===== src/rtl/pid_sat_core_if.sv =====
`default_nettype none
// ============================================================================
// Module      : pid_sat_core_if
// Description : Sample/result handshake bundle between the sensor path,
//               the PID core and the actuator drive.
// Revision    : 1.0  initial release
// ============================================================================
interface pid_sat_core_if #(
    parameter int DW = 16,
    parameter int OW = 32
);
    logic        [DW-1:0] Kp_in;
    logic        [DW-1:0] Ki_in;
    logic        [DW-1:0] Kd_in;
    logic        [DW-1:0] SV_in;
    logic        [DW-1:0] PV_in;
    logic                 in_valid;
    logic                 in_ready;
    logic                 clr;
    logic signed [OW-1:0] MV;
    logic                 mv_valid;
    logic        [3:0]    of;

    modport master (
        output Kp_in, Ki_in, Kd_in, SV_in, PV_in, in_valid, clr,
        input  in_ready, MV, mv_valid, of
    );

    modport slave (
        input  Kp_in, Ki_in, Kd_in, SV_in, PV_in, in_valid, clr,
        output in_ready, MV, mv_valid, of
    );
endinterface
`default_nettype wire


===== src/rtl/pid_sat_core.sv =====
`default_nettype none
// ============================================================================
// Module      : pid_sat_core
// Description : Handshaked PID controller with one shared multiplier,
//               integrator anti-windup, output saturation and sticky flags.
// Revision    : 1.0  initial release
// ============================================================================
module pid_sat_core #(
    parameter int DW    = 16,
    parameter int OW    = 32,
    parameter int FRAC  = 0,
    parameter int I_LIM = 1000
) (
    input  logic               clk,
    input  logic               rst,
    pid_sat_core_if.slave      bus
);
    localparam int MW = OW + DW + 1;
    // Wide enough that the sum of all three products can never wrap.
    localparam int AW = OW + 2 * DW + 4;

    localparam logic [2:0] S_IDLE = 3'd0;
    localparam logic [2:0] S_ERR  = 3'd1;
    localparam logic [2:0] S_MP   = 3'd2;
    localparam logic [2:0] S_MI   = 3'd3;
    localparam logic [2:0] S_MD   = 3'd4;
    localparam logic [2:0] S_OUT  = 3'd5;

    localparam logic signed [OW-1:0] c_ILIM     = OW'(I_LIM);
    localparam logic signed [OW:0]   c_ILIM_POS = {1'b0, c_ILIM};
    localparam logic signed [OW:0]   c_ILIM_NEG = -c_ILIM_POS;
    localparam logic signed [AW-1:0] c_OUT_MAX  = {{(AW-OW+1){1'b0}}, {(OW-1){1'b1}}};
    localparam logic signed [AW-1:0] c_OUT_MIN  = {{(AW-OW+1){1'b1}}, {(OW-1){1'b0}}};

    logic        [2:0]    r_state;
    logic        [DW-1:0] r_sv, r_pv, r_kp, r_ki, r_kd;
    logic signed [DW:0]   r_e, r_e_prev;
    logic signed [DW+1:0] r_de;
    logic                 r_e_prev_valid;
    logic signed [OW-1:0] r_integ;
    logic                 r_iclamp;
    logic signed [AW-1:0] r_acc;
    logic signed [OW-1:0] r_mv;
    logic                 r_mv_valid;
    logic        [3:0]    r_of;

    logic signed [DW:0]   w_e;
    logic signed [DW+1:0] w_de;
    logic signed [OW:0]   w_isum;
    logic signed [OW-1:0] w_integ_next;
    logic                 w_iclamp;
    logic signed [DW:0]   w_mul_a;
    logic signed [OW-1:0] w_mul_b;
    logic signed [MW-1:0] w_prod;
    logic signed [AW-1:0] w_acc_next;
    logic signed [AW-1:0] w_shift;
    logic                 w_hi, w_lo;
    logic signed [OW-1:0] w_sat;

    assign w_e    = $signed({1'b0, r_sv}) - $signed({1'b0, r_pv});
    assign w_de   = r_e_prev_valid ? ({w_e[DW], w_e} - {r_e_prev[DW], r_e_prev}) : '0;
    assign w_isum = {r_integ[OW-1], r_integ} + {{(OW-DW){w_e[DW]}}, w_e};

    always_comb begin
        w_iclamp     = 1'b0;
        w_integ_next = w_isum[OW-1:0];
        if (w_isum > c_ILIM_POS) begin
            w_iclamp     = 1'b1;
            w_integ_next = c_ILIM;
        end else if (w_isum < c_ILIM_NEG) begin
            w_iclamp     = 1'b1;
            w_integ_next = -c_ILIM;
        end
    end

    // Shared multiplier: gain operand is zero-extended, signal operand sign-extended.
    always_comb begin
        w_mul_a = {1'b0, r_kd};
        w_mul_b = {{(OW-DW-2){r_de[DW+1]}}, r_de};
        case (r_state)
            S_MP: begin
                w_mul_a = {1'b0, r_kp};
                w_mul_b = {{(OW-DW-1){r_e[DW]}}, r_e};
            end
            S_MI: begin
                w_mul_a = {1'b0, r_ki};
                w_mul_b = r_integ;
            end
            default: ;
        endcase
    end

    assign w_prod     = MW'(w_mul_a) * MW'(w_mul_b);
    assign w_acc_next = r_acc + {{(AW-MW){w_prod[MW-1]}}, w_prod};
    assign w_shift    = r_acc >>> FRAC;
    assign w_hi       = (w_shift > c_OUT_MAX);
    assign w_lo       = (w_shift < c_OUT_MIN);
    assign w_sat      = w_hi ? {1'b0, {(OW-1){1'b1}}} :
                        w_lo ? {1'b1, {(OW-1){1'b0}}} : w_shift[OW-1:0];

    always_ff @(posedge clk) begin
        if (rst) begin
            r_state        <= S_IDLE;
            r_sv           <= '0;
            r_pv           <= '0;
            r_kp           <= '0;
            r_ki           <= '0;
            r_kd           <= '0;
            r_e            <= '0;
            r_e_prev       <= '0;
            r_de           <= '0;
            r_e_prev_valid <= 1'b0;
            r_integ        <= '0;
            r_iclamp       <= 1'b0;
            r_acc          <= '0;
            r_mv           <= '0;
            r_mv_valid     <= 1'b0;
            r_of           <= '0;
        end else begin
            r_mv_valid <= 1'b0;
            case (r_state)
                S_IDLE: begin
                    if (bus.clr) begin
                        r_integ        <= '0;
                        r_e_prev_valid <= 1'b0;
                        r_of[3]        <= 1'b0;
                    end else if (bus.in_valid) begin
                        r_sv    <= bus.SV_in;
                        r_pv    <= bus.PV_in;
                        r_kp    <= bus.Kp_in;
                        r_ki    <= bus.Ki_in;
                        r_kd    <= bus.Kd_in;
                        r_state <= S_ERR;
                    end
                end
                S_ERR: begin
                    r_e            <= w_e;
                    r_de           <= w_de;
                    r_integ        <= w_integ_next;
                    r_iclamp       <= w_iclamp;
                    r_e_prev       <= w_e;
                    r_e_prev_valid <= 1'b1;
                    r_acc          <= '0;
                    r_state        <= S_MP;
                end
                S_MP: begin
                    r_acc   <= w_acc_next;
                    r_state <= S_MI;
                end
                S_MI: begin
                    r_acc   <= w_acc_next;
                    r_state <= S_MD;
                end
                S_MD: begin
                    r_acc   <= w_acc_next;
                    r_state <= S_OUT;
                end
                S_OUT: begin
                    r_mv       <= w_sat;
                    r_mv_valid <= 1'b1;
                    r_of       <= {r_of[3] | w_hi | w_lo | r_iclamp, w_lo, w_hi, r_iclamp};
                    r_state    <= S_IDLE;
                end
                default: r_state <= S_IDLE;
            endcase
        end
    end

    assign bus.in_ready = (r_state == S_IDLE) & ~bus.clr & ~rst;
    assign bus.MV       = r_mv;
    assign bus.mv_valid = r_mv_valid;
    assign bus.of       = r_of;
endmodule
`default_nettype wire

===== src/flat_wrapper.sv =====
// flat-port wrapper written by rule: the top's interface ports become plain ports
module pid_sat_core_flat 
#(
    parameter int DW    = 16,
    parameter int OW    = 32,
    parameter int FRAC  = 0,
    parameter int I_LIM = 1000
)
  (clk, rst, bus_Kp_in, bus_Ki_in, bus_Kd_in, bus_SV_in, bus_PV_in, bus_in_valid, bus_clr, bus_in_ready, bus_MV, bus_mv_valid, bus_of);
  pid_sat_core_if #(.DW(DW), .OW(OW)) bus_i ();
  input  logic clk;
  input  logic rst;
  input wire logic [$bits(bus_i.Kp_in)-1:0] bus_Kp_in;
  input wire logic [$bits(bus_i.Ki_in)-1:0] bus_Ki_in;
  input wire logic [$bits(bus_i.Kd_in)-1:0] bus_Kd_in;
  input wire logic [$bits(bus_i.SV_in)-1:0] bus_SV_in;
  input wire logic [$bits(bus_i.PV_in)-1:0] bus_PV_in;
  input wire logic [$bits(bus_i.in_valid)-1:0] bus_in_valid;
  input wire logic [$bits(bus_i.clr)-1:0] bus_clr;
  output wire logic [$bits(bus_i.in_ready)-1:0] bus_in_ready;
  output wire logic [$bits(bus_i.MV)-1:0] bus_MV;
  output wire logic [$bits(bus_i.mv_valid)-1:0] bus_mv_valid;
  output wire logic [$bits(bus_i.of)-1:0] bus_of;
  assign bus_i.Kp_in = bus_Kp_in;
  assign bus_i.Ki_in = bus_Ki_in;
  assign bus_i.Kd_in = bus_Kd_in;
  assign bus_i.SV_in = bus_SV_in;
  assign bus_i.PV_in = bus_PV_in;
  assign bus_i.in_valid = bus_in_valid;
  assign bus_i.clr = bus_clr;
  assign bus_in_ready = bus_i.in_ready;
  assign bus_MV = bus_i.MV;
  assign bus_mv_valid = bus_i.mv_valid;
  assign bus_of = bus_i.of;
  pid_sat_core #(.DW(DW), .OW(OW), .FRAC(FRAC), .I_LIM(I_LIM)) u_core (.clk(clk), .rst(rst), .bus(bus_i));
endmodule

===== config.mk =====
export PLATFORM = sky130hd
export DESIGN_NAME = pid_sat_core_flat
export DESIGN_NICKNAME = d
export VERILOG_FILES = /design/src/rtl/pid_sat_core_if.sv /design/src/rtl/pid_sat_core.sv /design/src/flat_wrapper.sv
export SDC_FILE = /design/constraint.sdc
export NUM_CORES = 2
export LEC_CHECK = 0
export ABC_CLOCK_PERIOD_IN_PS = 11100
export BUFFER_PORTS_ARGS = -buffer_cell sky130_fd_sc_hd__buf_2
export CAP_MARGIN = 15
export CORE_ASPECT_RATIO = 0.75
export CORE_MARGIN = 2
export CORE_UTILIZATION = 50
export CTS_CLUSTER_DIAMETER = 120
export CTS_CLUSTER_SIZE = 28
export DETAILED_ROUTE_END_ITERATION = 10
export HOLD_SLACK_MARGIN = 0.05
export PLACE_DENSITY = 0.67
export SYNTH_ARGS = -nofsm -noshare
export SYNTH_HDL_FRONTEND = slang
export SYNTH_SLANG_ARGS = --single-unit

===== constraint.sdc =====
create_clock -name clk -period 11.1 [get_ports clk]
set_clock_uncertainty 0.05 [all_clocks]
set_input_delay 0 -clock clk [delete_from_list [all_inputs] [get_ports clk]]
set_output_delay 0 -clock clk [all_outputs]
set_load 0.02 [all_outputs]

==> results.yml <==
outcome:
  status: "complete, no violations"
yosys:
  synth_xor_area_share_pct: 3.98
  ys_async_sr_fraction_pct: 0
  synth_common_cells: "679 x nand2_1, 668 x inv_1, 493 x fa_1"
  ys_seq_elements: 257
  synth_top_area_share_pct: 28.2
  synth_top_flop_cell: "dfxtp_1"
  synth_fa_ha_area_share_pct: 37.4
  synth_fp_nets: 5211
  synth_compound_area_share_pct: 16.1
  muxShareOfSynthArea_pct: 0.948
  yosys.cell_types.count: 92
  synth_edf_count: 0
  synthSimpleGateAreaFrac_pct: 17.5
  ys_top_cells_by_area: "fa_1 28%, dfxtp_1 15%, ha_1 9.2%"
  netlist_area_sq_um: 35000
  yosysMostFrequentCell: "nand2_1"
  syn_area_per_cell_sq_um: 7.99
  syn_inst: 4378
  synth_top_family_by_area: "adder cells"
  yosysTopAreaCell: "fa_1"
  synth.yosys.seq_area_share_pct: 14.7
  yosysWarnings: 0
detailed_routing:
  drtPass1Iterations: 8
  wl_mm: 102
  wire_per_inst_microns: 18.7
  drc: 0
  drt_iter0_markers: 2939
  ant_nets: 0
  vias: 30600
  viasPerCell: 5.59
sta:
  tns_ns: 0
  maxSlewHeadroom_pct: 34.4
  period_needed_ns: 10.50
  period_share_pct: 94.6
  fmax_ghz: 0.0953
  setup_violations: 0
  hold_viol: 0
  drv_slew: 0
  grt_setup_unrepaired: "false"
  worst_pin_slew_ns: 0.984
worst_setup_path:
  path_common_cell: "fa_1"
  r2r_setup_slack_ns: 0.60
  r2r_start: "u_core.r_state[0]"
  crit_arrival_ns: 10.90
  path_buf_inv: 7
  crit_start: "u_core.r_state[0]"
  reg2reg_depth: 36
  path_max_fanout: 20
  reg2reg_to: "u_core.r_acc[52]"
  crit_required_ns: 11.50
  cp-end-kind: "flop"
  critPathTopFamily: "compound AO/OA/AOI/OAI gates"
  start_kind: "flop"
  path_class: "reg -> reg"
  slowest_stage: "dfxtp_4"
  max_stage_delay_ns: 0.59
placed_design:
  place_area_sq_um: 36900
  dp.cells: 5339
  gp_congestion: 0.934
  port_buffers: 121
  post-dp-hpwl_mm: 82.0
grt:
  grt_max_degree: 81
  first_global_vias: 30200
  grt_pass1_wl_mm: 169
  grt_overflow: 0
  antenna_found_initial: 0
  track_usage_pct: 29.4
pwr:
  vdd_drop_max_mv: 0.122
  p_leak_uw: 0.0182
  p_per_area_nw_per_um2: 95.2
  power_uw: 3670
cells_and_area:
  nets: 5364
  design_area_sq_um: 38500
  num-fill-cells: 6375
  fin_util_pct: 55.9
  layout-drive-gt1-share_pct: 6.95
  register_area_sq_um: 5150
  multiInputGateArea_sq_um: 26700
  syn_to_final_growth_pct: 10.1
  antenna_cells: 0
  final_cells: 5470
clock_network:
  htreeDepth: 1
  clk_transition_reported_paths_ns: 0.12
  cts_tree: "yes"
  clkLatencyLatePin_ns: 0.54
  numCtsBuffers: 14
  clk_path_buf_depth: 3
  cts_root_buf: "clkbuf_16"
  cts.sinks: 257
min_path:
  hold_start: "bus_Kd_in[10]"
  min_to: "u_core.r_kd[10]"
  hold_class: "in -> reg"
  min_path_cells: 4
flow_run:
  maxCapViolCount: 0
floorplanning:
  core_sq_um: 68900
  start_util_pct: 50.8
  die_area_sq_um: 72100
  die_width_microns: 309
  io_pins: 122
  rows: 83
  dieHeight_microns: 233
-- final cells by class --
cell class              count  share of cell area, %
clock inverters             5                  0.214
multi-input cells        3251                   69.2
inverters                 668                   6.51
clock buffers              15                  0.974
repair buffers            339                   6.66
flip-flops and latches    257                   13.4
well taps                 935                   3.04
-- metrics by stage --
step | setup slack [ns] | hold slack, ns
floorplan | 0.709 | 0.0860
global placement | 0.518 | 0.196
detailed placement | 0.424 | 0.199
CTS | 0.358 | 0.171
global route | 0.00334 | 0.215
finish | 0.602 | 0.200
-- where the power goes --
part           switching, uW  total [uW]  leakage (uW)  internal, uW
Combinational           1280        2020        0.0159           737
Clock                    354         634      0.000221           280
Sequential              47.9        1020       0.00208           970
-- per-layer routing --
metal | part of all wire [%] | global-route usage (%) | up-vias | routed length (microns)
met3 | 10 | 6.23 | 106 | 10200
met5 | 0 | 0 | - | 0
li1 | - | - | 14400 | -
met1 | 48 | 46.1 | 14700 | 49000
met4 | 1.5 | 4.38 | 0 | 1570
met2 | 40 | 41.9 | 1284 | 41300
-- registers in the layout, summed over array words and instances (netlist names), 3 cells and up --
register / flops
u_core.r_sv: 16
u_core.r_pv: 16
u_core.r_de: 18
u_core.r_kp: 16
u_core.r_e: 17
u_core.bus.of: 4
u_core.r_state: 3
u_core.r_integ: 32
u_core.bus.MV: 32
u_core.r_ki: 16
u_core.r_kd: 16
u_core.r_acc: 68
-- cells by family after synthesis --
kind of cell / count (synthesis)
xor gates and xnor gates: 158
muxes: 33
DFF: 257
adders and majority gates: 749
and+or+nand+nor: 1424
buffers and inverters: 870
AOI/OAI and AO/OA: 887
-- worst min-delay path, delay by kind of cell --
family	cells	cell delay [ns]
simple gates	1	0.04
buf+inv	2	0.65
compound gates	1	0.05
-- worst max path at each step --
| stage | endpoint | cells after the start | slack (ns) |
|---|---|---|---|
| 2_1_floorplan | u_core.r_acc[67] | 39 | 0.71 |
| 3_3_place_gp | u_core.r_acc[38] | 35 | 0.52 |
| 3_5_place_dp | u_core.r_acc[66] | 38 | 0.42 |
| 4_1_cts | u_core.r_acc[67] | 38 | 0.36 |
| 5_1_grt | u_core.r_acc[66] | 40 | 0.003 |
| 6_report | u_core.r_acc[52] | 36 | 0.60 |
-- placed cells by master (no fill, tap or decap), types with 33 or more instances in the layout --
master	n
a21o_1	92
a21oi_1	378
and2_1	33
buf_2	120
buf_4	104
dfxtp_1	256
dlygate4sd3_1	111
fa_1	493
ha_1	256
inv_1	668
nand2_1	678
nand3_1	72
nand4_1	40
nor2_1	391
nor3_1	68
o21a_1	44
o21ai_0	97
xnor2_1	110
xor2_1	47
-- what timing repair did --
| item | 4_1_cts | 5_1_grt |
|---|---|---|
| buffers inserted | 0 | 0 |
| endpoints found under the hold margin | 103 | 0 |
| gates resized for setup | 0 | 5 |
| endpoints found under the setup margin | 0 | 19 |
| hold buffers | 111 | 0 |
(Power assumes the default switching activity.)
